--- config.mk ---
export PLATFORM = sky130hd
export DESIGN_NAME = edge_generator
export DESIGN_NICKNAME = d
export VERILOG_FILES = /design/src/rtl/edge_generator.sv
export SDC_FILE = /design/constraint.sdc
export NUM_CORES = 1
export LEC_CHECK = 0
export BUFFER_PORTS_ARGS = -buffer_cell sky130_fd_sc_hd__buf_2
export CAP_MARGIN = 20
export CELL_PAD_IN_SITES_DETAIL_PLACEMENT = 0
export CELL_PAD_IN_SITES_GLOBAL_PLACEMENT = 1
export CORE_MARGIN = 5
export CORE_UTILIZATION = 38
export CTS_CLUSTER_SIZE = 8
export DETAILED_ROUTE_END_ITERATION = 8
export PLACE_DENSITY_LB_ADDON = 0.1
export SYNTH_ARGS = -nofsm -noshare
export SYNTH_HDL_FRONTEND = slang
export SYNTH_SLANG_ARGS = --single-unit
export TNS_END_PERCENT = 50
--- constraint.sdc ---
create_clock -name clk -period 2.2 [get_ports clk]
set_input_delay 0.11 -clock clk [delete_from_list [all_inputs] [get_ports clk]]
set_output_delay 0.11 -clock clk [all_outputs]
set_load 0.01 [all_outputs]
--- src/rtl/edge_generator.sv ---
// Level generator driven by single-cycle rise/fall requests, with minimum dwell
// times, a one-deep queue for an early opposite request, and error flagging.
// Optional pulse mode: define AUTO_FALL_EN so every accepted rise auto-falls after MIN_HIGH cycles.
module edge_generator #(
  parameter int MIN_HIGH = 4,
  parameter int MIN_LOW  = 4,
  parameter int CNT_W    = 8
) (
  input  logic clk,
  input  logic reset_n,
  input  logic rise_req,
  input  logic fall_req,
  output logic out,
  output logic ack,
  output logic busy,
  output logic err
);

  localparam logic [1:0] LOW_STABLE  = 2'd0;
  localparam logic [1:0] HIGH_HOLD   = 2'd1;
  localparam logic [1:0] HIGH_STABLE = 2'd2;
  localparam logic [1:0] LOW_HOLD    = 2'd3;

  localparam logic [CNT_W-1:0] HIGH_RELOAD = CNT_W'(MIN_HIGH - 1);
  localparam logic [CNT_W-1:0] LOW_RELOAD  = CNT_W'(MIN_LOW - 1);

`ifdef AUTO_FALL_EN
  localparam bit PULSE_MODE = 1'b1;
`else
  localparam bit PULSE_MODE = 1'b0;
`endif

  logic [1:0]       state, state_n;
  logic [CNT_W-1:0] cnt, cnt_n;
  logic             pending, pending_n;
  logic             out_n, ack_n, busy_n, err_n;
  logic             want, same, reject;

  // want = request for the opposite level, same = request for the level already driven
  assign want = out ? fall_req : rise_req;
  assign same = out ? rise_req : fall_req;

  // A rejected request freezes the whole cycle (state, counter, queue), which
  // also guarantees ack and err can never coincide.
  always_comb begin
    reject = (rise_req & fall_req) | same | (want & pending);
    if (PULSE_MODE) reject = reject | fall_req;
  end

  always_comb begin
    state_n   = state;
    cnt_n     = cnt;
    pending_n = pending;
    out_n     = out;
    ack_n     = 1'b0;
    err_n     = 1'b0;
    if (reject) begin
      err_n = 1'b1;
    end else begin
      case (state)
        LOW_STABLE: begin
          if (rise_req) begin
            out_n   = 1'b1;
            ack_n   = 1'b1;
            state_n = HIGH_HOLD;
            cnt_n   = HIGH_RELOAD;
          end
        end
        HIGH_STABLE: begin
          if (fall_req) begin
            out_n   = 1'b0;
            ack_n   = 1'b1;
            state_n = LOW_HOLD;
            cnt_n   = LOW_RELOAD;
          end
        end
        HIGH_HOLD: begin
          if (cnt == '0) begin
            pending_n = 1'b0;
            if (PULSE_MODE || pending || fall_req) begin
              out_n   = 1'b0;
              ack_n   = 1'b1;
              state_n = LOW_HOLD;
              cnt_n   = LOW_RELOAD;
            end else begin
              state_n = HIGH_STABLE;
            end
          end else begin
            cnt_n = cnt - CNT_W'(1);
            if (fall_req) pending_n = 1'b1;
          end
        end
        default: begin
          if (cnt == '0) begin
            pending_n = 1'b0;
            if (pending || rise_req) begin
              out_n   = 1'b1;
              ack_n   = 1'b1;
              state_n = HIGH_HOLD;
              cnt_n   = HIGH_RELOAD;
            end else begin
              state_n = LOW_STABLE;
            end
          end else begin
            cnt_n = cnt - CNT_W'(1);
            if (rise_req) pending_n = 1'b1;
          end
        end
      endcase
    end
    busy_n = (state_n == HIGH_HOLD) || (state_n == LOW_HOLD);
  end

  always_ff @(posedge clk) begin
    if (!reset_n) begin
      state   <= LOW_STABLE;
      cnt     <= '0;
      pending <= 1'b0;
      out     <= 1'b0;
      ack     <= 1'b0;
      busy    <= 1'b0;
      err     <= 1'b0;
    end else begin
      state   <= state_n;
      cnt     <= cnt_n;
      pending <= pending_n;
      out     <= out_n;
      ack     <= ack_n;
      busy    <= busy_n;
      err     <= err_n;
    end
  end

endmodule

==> summary.txt, run 1 <==
STA
  – Tmin final: 2.09 ns
  – Setup violations, final: 0
  – Setup Skew: 0.00174 ns
  – Least-Margin Pin Slew: 0.427 ns
  – RSZ-0062 raised after global routing: false
  – Setup TNS: 0 ns
  – Peak Freq: 0.479 GHz
  – Crit share post-route: 94.9%
  – Max Slew Vio Count: 0
  – Final Worst Setup Slack: 0.112 ns
  – Final Hold Vio Count: 0
  – Rel. slew slack: 71.4%

Pwr
  – Internal Power: 748 uW
  – Leak Pwr: 0.418 nW
  – Comb power frac: 60.0%
  – Clock power share: 14.4%
  – Net Sw Power: 641 uW
  – Worst vdd ir: 770 uV
  – Sw Share: 46.2%
  – Sequential share of power: 25.6%
  – PD cells: 1330 nW/um^2

Clocking
  – Hold Buf Count CTS: 0
  – CTS clock-pin slew for the worst setup and hold paths: 0.10 ns
  – CTS Buffer Depth: 2
  – Clock latency on the worst-skew pair: 0.29 ns
  – CTS tree: yes
  – Clk sinks: 14
  – CTS Root Buffer Type: clkbuf_4
  – Post-CTS Setup Bufs: 0
  – Inserted Clock Buffers: 3
  – H-tree Lvls: 1

Synth
  – Synth Area in Compound Gates: 24.8%
  – XOR/XNOR Fraction of Synth Area: 0%
  – Synth Area in Adders: 6.89%
  – Seq/Total Area, Yosys: 30.9%
  – Post-Synthesis Cell Area: 908 sq um
  – Largest family of logic cells by synthesized area: simple AND/OR/NAND/NOR gates
  – Syn Nets: 126
  – #FFs+latches synth: 14
  – Mux cell area share after synthesis: 2.20%
  – Synth unique cells: 37
  – Simple-gate share of the synthesized area: 30.7%
  – Synth Instances: 117
  – YS warnings: 0
  – Mapped Avg Cell Area: 7.76 sq um

Worst setup path
  – Critical path class: reg -> reg
  – CP required: 2.42 ns
  – Crit path launch type: flip-flop
  – CP max FO: 4
  – CP endpoint kind: flip-flop
  – WP data arrival: 2.31 ns
  – Slowest CP cell: or4_4
  – Crit-path cells: inv_1, ha_1, or4_4, and2_4, or4_1, a31oi_1
  – Crit path largest cell delay: 0.53 ns

Drt
  – Total Wirelength: 2.42 mm
  – DR DRC count: 0
  – DRT Pass-1 Iters: 5
  – Antenna Nets Post-Route: 0
  – DR vias: 906
  – WL/cell: 15.3 um
  – DR vias/cell: 5.73
  – Iteration-0 DRC Markers: 26

Cells and area
  – Area grow syn2layout: 14.6%
  – Most frequent cells in the layout: a21oi_1 (13), dfxtp_1 (13), nor2_1 (12), o21ai_0 (12), nand2_1 (8)
  – Diode count: 0
  – # nets final: 140
  – Layout cell share with drive strength beyond 1: 16.9%

Run
  – Max-cap viol count: 0

Global routing
  – Vias in the first global route: 876
  – Initial antenna violation count: 0
  – Global route overflow: 0
  – GRT Total Usage: 15.6%
  – Largest net degree at the start of global routing: 11
  – Wire length of the first global-routing pass: 4.24 mm

Place
  – Setup Slack @ Placement: 0.151 ns
  – Dpl hpwl: 1.78 mm
  – IO buf count: 7
  – Gpl congestion: 0.829

Floorplan
  – Die X: 58.9 um
  – IO Pins: 8
  – Cell row count: 17
  – Placeable core area: 2250 sq um
  – Starting density of the core: 40.3%
  – Die ar.: 3470 sq um
  – Die Ht: 58.9 um

Hold path
  – Hold Path Class: in -> reg
  – Min-delay src: reset_n

Run status
  – Status: finished, final reports clean
## kinds of logic (layout without fill, tap and decap cells)
kind of cell               count (synthesis)  in the layout
and+or+nand+nor                           49             49
AOI/OAI and AO/OA                         38             38
DFF                                       14             14
buffers and inverters                      9             22
adders and majority gates                  5              5
muxes                                      2              2
## metrics by stage
stage,hold WS [ns],power (mW),std cells,util [%],cell area [sq um]
finish,0.161,1.39,158,46.2,1040
global route,0.166,1.51,158,46.2,1040
CTS,0.158,1.38,158,45.8,1030
detailed placement,0.472,1.18,154,44.2,997
global placement,0.471,1.18,154,44.2,997
floorplan,0.325,0.915,117,-,908
## final cells by class
class                           count  area (sq um)
Timing Repair Buffer               12          72.6
Sequential cell                    14           282
Inverter                            6          22.5
Clock buffer                        4          36.3
Fill cell                         243          1210
Tap cell                           28          35.0
Multi-Input combinational cell     94           593
## Yosys cell counts
cell | number | share of area, %
dfxtp_1 | 14 | 31
a21oi_1 | 13 | 7.2
o21ai_0 | 13 | 7.2
nor2_1 | 12 | 5.0
nand2_1 | 8 | 3.3
ha_1 | 5 | 6.9
inv_1 | 5 | 2.1
nor3_1 | 4 | 2.2
nand2b_1 | 3 | 2.1
nand3_1 | 3 | 1.7
a31oi_1 | 2 | 1.4
and2_1 | 2 | 1.4
clkbuf_1 | 2 | 0.83
mux2i_1 | 2 | 2.2
nand4_1 | 2 | 1.4
nand4b_1 | 2 | 1.9
nor4b_1 | 2 | 1.9
o211ai_1 | 2 | 1.7
o32ai_1 | 2 | 1.9
or3_1 | 2 | 1.4
a211oi_1 | 1 | 0.83
a21boi_1 | 1 | 0.83
a22oi_1 | 1 | 0.83
a311oi_1 | 1 | 0.96
a41o_1 | 1 | 1.1
and2_4 | 1 | 0.96
and2b_2 | 1 | 0.96
buf_6 | 1 | 1.2
clkinv_1 | 1 | 0.41
nand3b_1 | 1 | 0.83
nor3b_1 | 1 | 0.83
nor4bb_1 | 1 | 1.1
o2bb2ai_1 | 1 | 0.96
or2_2 | 1 | 0.69
or4_1 | 1 | 0.83
or4_4 | 1 | 1.2
or4b_1 | 1 | 1.1
## layer usage
layer,GRT usage [%],up-vias,wire (um)
met2,25.1,27,1200
met5,0,-,0
met1,20.6,419,1090
met3,5.04,2,123
li1,-,458,-
met4,2.59,0,12
## worst max-delay path: cells and delay by family, from the launching register on
kind            cells  cell delay, ns
buf+inv             1            0.08
simple gates        3            1.21
compound gates      1            0.15
fa+ha+maj           1            0.23
flops               1            0.35
## power by group through the flow
stage                     combinational (mW)  clock, mW  sequential, mW
after floorplan                        0.548          0           0.367
after global placement                 0.827          0           0.355
after detailed placement               0.825          0           0.356
after CTS                              0.828      0.203           0.351
after global routing                   0.932      0.216           0.364
final                                  0.834      0.199           0.356
## final timing paths
kind,to,slack [ns],depth (start not counted)
worst min-delay path,ack,0.16,3
worst min register to register,cnt[1],0.49,2
worst max register to register,cnt[3],0.11,6
worst max-delay path,cnt[3],0.11,6
## repair_timing
action                     CTS  global route
hold endpoints to repair     0             0
resized for setup            0             3
setup endpoints to repair    0             3
Note: power is estimated with default switching activity, not from simulation.
==> run 2: changes to the inputs <==
--- a/config.mk
+++ b/config.mk
@@ -5,12 +5,13 @@
 export SDC_FILE = /design/constraint.sdc
 export NUM_CORES = 1
 export LEC_CHECK = 0
+export ABC_AREA = 1
 export BUFFER_PORTS_ARGS = -buffer_cell sky130_fd_sc_hd__buf_2
 export CAP_MARGIN = 20
 export CELL_PAD_IN_SITES_DETAIL_PLACEMENT = 0
 export CELL_PAD_IN_SITES_GLOBAL_PLACEMENT = 1
 export CORE_MARGIN = 5
-export CORE_UTILIZATION = 38
+export CORE_UTILIZATION = 37
 export CTS_CLUSTER_SIZE = 8
 export DETAILED_ROUTE_END_ITERATION = 8
 export PLACE_DENSITY_LB_ADDON = 0.1
==> run 2 against run 1 <==
Via count fell by 0.44%. Clock power fell by 5%. Final cell count rose by 15%. Combinational power rose by 59%. Sequential cell count did not move. Sequential power rose by 26%. Die area rose by 7.9%. Setup slack improved by 0.19 ns. Total power rose by 41%. Clock skew rose by 0.0014 ns. Cell area rose by 3.5%. Global-route usage fell by 2.2 points. Largest cell class unchanged. Largest power group unchanged. Highest routed layer unchanged.
==> summary.txt, run 2 <==
Global routing
  – Wire length of the first global-routing pass: 3.68 mm
  – Initial antenna violation count: 0
  – Vias in the first global route: 836
  – GRT Total Usage: 13.4%
  – Global route overflow: 0
  – Largest net degree at the start of global routing: 10

Floorplan
  – Die Ht: 61.2 um
  – IO Pins: 8
  – Die X: 61.2 um
  – Placeable core area: 2500 sq um
  – Cell row count: 18
  – Die ar.: 3740 sq um
  – Starting density of the core: 38.7%

STA
  – Rel. slew slack: 75.7%
  – Tmin final: 1.89 ns
  – Peak Freq: 0.528 GHz
  – Hold_ws: 0.124 ns
  – Max Slew Vio Count: 0
  – RSZ-0062 raised after global routing: false
  – Least-Margin Pin Slew: 0.363 ns
  – Setup violations, final: 0
  – Final Hold Vio Count: 0
  – Crit share post-route: 86.1%
  – Setup TNS: 0 ns
  – Setup Skew: 0.00311 ns

Synth
  – Synth top area share: 28.9%
  – YS warnings: 0
  – Synth top cells by count: nand2_1 (32), nor2_1 (18), a21oi_1 (15), inv_1 (15), dfxtp_1 (14)
  – Mapped Avg Cell Area: 6.87 sq um
  – EDFF count, synth: 0
  – Most numerous cell in the Yosys netlist: nand2_1
  – Synth unique cells: 30
  – Largest area contributor in the netlist: dfxtp_1
  – Syn Nets: 150
  – Seq/Total Area, Yosys: 28.9%
  – Most used DFF post-synth: dfxtp_1
  – Async SR Flop Fraction: 0%
  – Post-Synthesis Cell Area: 968 sq um
  – Synth Instances: 141
  – Top cells by area, synth: dfxtp_1 (29%), nand2_1 (12%), a21oi_1 (7.8%)
  – #FFs+latches synth: 14

Place
  – Dpl hpwl: 1.69 mm
  – Cells after DPL: 178
  – IO buf count: 7
  – Placed Instance Area: 1040 sq um
  – Gpl congestion: 0.813

Pwr
  – Worst vdd ir: 1040 uV
  – Power Total: 1.97 mW
  – Leak Pwr: 0.491 nW
  – PD cells: 1820 nW/um^2

Clocking
  – Clk sinks: 14
  – Post-CTS Setup Bufs: 0
  – CTS Root Buffer Type: clkbuf_4
  – Clock latency on the worst-skew pair: 0.29 ns
  – CTS resizes: 0
  – Inserted Clock Buffers: 3
  – CTS Buffer Depth: 2
  – CTS tree: yes
  – CTS clock-pin slew for the worst setup and hold paths: 0.09 ns
  – Hold Buf Count CTS: 0
  – H-tree Lvls: 1

Drt
  – DRT Pass-1 Iters: 5
  – Total Wirelength: 2.16 mm
  – DR vias: 902
  – Antenna Nets Post-Route: 0
  – DR DRC count: 0
  – Iteration-0 DRC Markers: 19
  – DR vias/cell: 4.96
  – WL/cell: 11.8 um

Hold path
  – WHS Path Cells: 3
  – Hold Path Class: in -> reg

Run
  – Max-cap viol count: 0

Cells and area
  – Filler Cell Count: 258
  – Area grow syn2layout: 11.2%
  – Design area: 1080 sq um
  – Commonest non-fill, non-tap cell in the layout: nand2_1
  – Diode count: 0
  – # nets final: 162
  – Most frequent cells in the layout: nand2_1 (32), nor2_1 (18), inv_1 (15), a21oi_1 (15), dfxtp_1 (14)
  – Layout cell share with drive strength beyond 1: 18.4%
  – Final std cells w/o fill: 182

Worst setup path
  – CP max FO: 7
  – CP endpoint kind: flip-flop
  – Critical path class: reg -> reg
  – WP data arrival: 2.08 ns
  – CP required: 2.38 ns
  – Crit path launch type: flip-flop
  – Reg2Reg Depth: 8

Run status
  – Status: finished, final reports clean
run 2: changes by cell type after synthesis, moves of 3 or more:
cell / before / now
nand2_1: 8 / 32
nand2_4: 0 / 3
nand2_2: 0 / 3
nand2b_1: 3 / 0
nor2_1: 12 / 18
inv_1: 5 / 15
o21ai_0: 13 / 7
run 2: cells by family after synthesis:
| family | after synthesis | synth area share (%) |
|---|---|---|
| xor gates and xnor gates | 2 | 1.81 |
| AOI/OAI and AO/OA | 30 | 17.6 |
| DFF | 14 | 28.9 |
| and+or+nand+nor | 74 | 38.5 |
| buffers and inverters | 16 | 6.72 |
| adders and majority gates | 5 | 6.46 |
run 2: final timing paths:
kind	end	slack, ns	from
worst min-delay path	out	0.12	reset_n
worst max register to register	out	0.31	flip-flop
worst min register to register	cnt[1]	0.50	cnt[1]
worst max-delay path	out	0.31	flip-flop
run 2: layout make-up:
class	instances	area [sq um]	share of cell area, %
Tap cell	30	37.5	3.48
Clock buffer	4	36.3	3.37
Multi-Input combinational cell	111	623	57.8
Timing Repair Buffer	7	35.0	3.25
Inverter	16	65.1	6.04
Sequential cell	14	280	26.0
run 2: report_power, final:
part | internal [mW] | switching [mW] | total, mW | leakage, nW
clock | 0.101 | 0.0879 | 0.189 | 0.0210
combinational | 0.466 | 0.863 | 1.33 | 0.355
sequential | 0.350 | 0.0988 | 0.448 | 0.115
total | 0.916 | 1.05 | 1.97 | 0.491
run 2: per-layer routing:
layer  wire (um)  GRT usage, %
met5           0             0
met4          17          2.79
met3          95          5.03
met2         963          21.1
met1        1080          17.3
run 2: metrics by stage:
step,util [%],worst slack [ns]
floorplan,-,0.551
global placement,41.6,0.436
detailed placement,41.6,0.325
CTS,43.1,0.319
global route,43.1,0.140
finish,43.1,0.305
run 2: critical path, cell delays in order, from the launching register on:
cell	delay, ns
dfxtp_1	0.45
inv_1	0.10
ha_1	0.26
nor2_1	0.31
inv_1	0.14
nor2_1	0.25
nor2_1	0.10
a21oi_1	0.13
nor2_1	0.06
==> run 3: changes to the inputs <==
==> constraint.sdc (replaced) <==
create_clock -name clk -period 1.6 [get_ports clk]
set_input_delay 0.16 -clock clk [delete_from_list [all_inputs] [get_ports clk]]
set_output_delay 0.16 -clock clk [all_outputs]
set_load 0.01 [all_outputs]
==> run 3 against run 2 <==
Sequential cell count did not move. First-iteration DRC count fell by 47%. Routed wire length rose by 11%. Sequential share of layout area fell by 3.1 points. Maximum frequency rose by 25%. Setup slack got worse by 0.22 ns.
==> summary.txt, run 3 (same netlist as run 2, synthesis figures left out) <==
Clocking
  – Clock latency on the worst-skew pair: 0.28 ns
  – Inserted Clock Buffers: 3
  – CTS Root Buffer Type: clkbuf_4
  – Hold Buf Count CTS: 0
  – CTS Buffer Depth: 2
  – Clk sinks: 14
  – CTS tree: yes
  – CTS clock-pin slew for the worst setup and hold paths: 0.09 ns
  – H-tree Lvls: 1

Hold path
  – Min-delay src: reset_n
  – Hold Path Class: in -> reg

Global routing
  – Global route overflow: 0
  – Largest net degree at the start of global routing: 10
  – Initial antenna violation count: 0
  – Wire length of the first global-routing pass: 3.74 mm
  – Vias in the first global route: 818
  – GRT Total Usage: 13.4%

Place
  – IO buf count: 7
  – Dpl hpwl: 1.71 mm
  – Gpl congestion: 0.840
  – Setup Slack @ Placement: -0.0386 ns

Floorplan
  – Die Ht: 61.2 um
  – IO Pins: 8
  – Die ar.: 3740 sq um
  – Placeable core area: 2500 sq um
  – Die X: 61.2 um
  – Cell row count: 18
  – Starting density of the core: 38.7%

STA
  – Least-Margin Pin Slew: 0.297 ns
  – Tmin final: 1.51 ns
  – Final Worst Setup Slack: 0.0868 ns
  – Setup Skew: 0.00189 ns
  – Max Slew Vio Count: 0
  – Peak Freq: 0.661 GHz
  – Setup violations, final: 0
  – Crit share post-route: 94.6%
  – Final Hold Vio Count: 0
  – Hold_ws: 0.189 ns
  – Rel. slew slack: 80.1%

Cells and area
  – Most frequent cells in the layout: nand2_1 (29), a21oi_1 (15), nor2_1 (15)
  – Commonest non-fill, non-tap cell in the layout: nand2_1
  – Layout cell share with drive strength beyond 1: 32.7%
  – Diode count: 0
  – # nets final: 172
  – Area grow syn2layout: 28.2%

Worst setup path
  – CP max FO: 8
  – CP required: 1.77 ns
  – Crit path from: cnt[0]
  – CP endpoint kind: flip-flop
  – WP data arrival: 1.68 ns
  – Crit path launch type: flip-flop
  – Worst R2R Start: cnt[0]
  – Critical path class: reg -> reg

Run status
  – Status: finished, final reports clean

Run
  – Max-cap viol count: 0

Drt
  – Total Wirelength: 2.38 mm
  – DRT Pass-1 Iters: 5
  – WL/cell: 12.4 um
  – Antenna Nets Post-Route: 0
  – Iteration-0 DRC Markers: 10
  – DR vias/cell: 4.96
  – DR vias: 953
  – DR DRC count: 0
run 3: cell types whose count changed in the layout (fill, tap and decap cells not counted), moves of 2 or more:
cell / before / now
buf_4: 0 / 9
ha_1: 5 / 1
ha_2: 0 / 2
ha_4: 0 / 2
inv_1: 15 / 12
inv_2: 0 / 3
nand2_1: 32 / 29
nand2_2: 3 / 5
nor2_1: 18 / 15
nor2_2: 2 / 5
run 3: repair_timing:
item                       in CTS  in global routing
gates cloned                    0                  0
buffers inserted                0                  5
pin swaps                       0                  5
setup endpoints to repair       5                 11
gates resized for setup         4                 19
run 3: cell type report:
cell class                      count  area (sq um)
Clock buffer                        4          36.3
Fill cell                         259          1260
Inverter                           16          72.6
Multi-Input combinational cell    111           697
Sequential cell                    14           284
Tap cell                           30          37.5
Timing Repair Buffer               17           114
run 3: worst paths after layout:
path | to | slack [ns] | cells past startpoint
worst min register to register | cnt[1] | 0.50 | 2
worst max-delay path | cnt[0] | 0.09 | 9
worst max register to register | cnt[0] | 0.09 | 9
worst min-delay path | out | 0.19 | 3
run 3: critical path, stage by stage (launching register included):
cell and delay (ns):
dfxtp_1 0.34, inv_1 0.09, ha_2 0.24, nand2_2 0.11, nor2_8 0.16, nand2_4 0.09, nand2_8 0.11, clkinv_8 0.08
o21ai_1 0.12, a21oi_1 0.05
run 3: layer usage:
layer  wire (um)  vias up  share of wire (%)  GRT usage [%]
met5           0        -                  0              0
met4          22        0               0.92           4.64
met3          66        2                2.8           2.10
met2        1050       10                 44           19.6
met1        1250      438                 52           19.8
li1            -      503                  -              -
run 3: through the flow:
step	cells	TNS (ns)	utilization (%)	instance area [sq um]
finish	192	0	49.6	1240
global route	192	-0.106	49.6	1240
CTS	187	0	45.3	1130
detailed placement	183	-0.0674	43.2	1080
global placement	183	-0.00451	43.2	1080
floorplan	141	0	-	971
Power of run 3 is left out: the tool's default activity adds up to more than one toggle a clock period on the data nets, which glitch-free logic cannot reach.
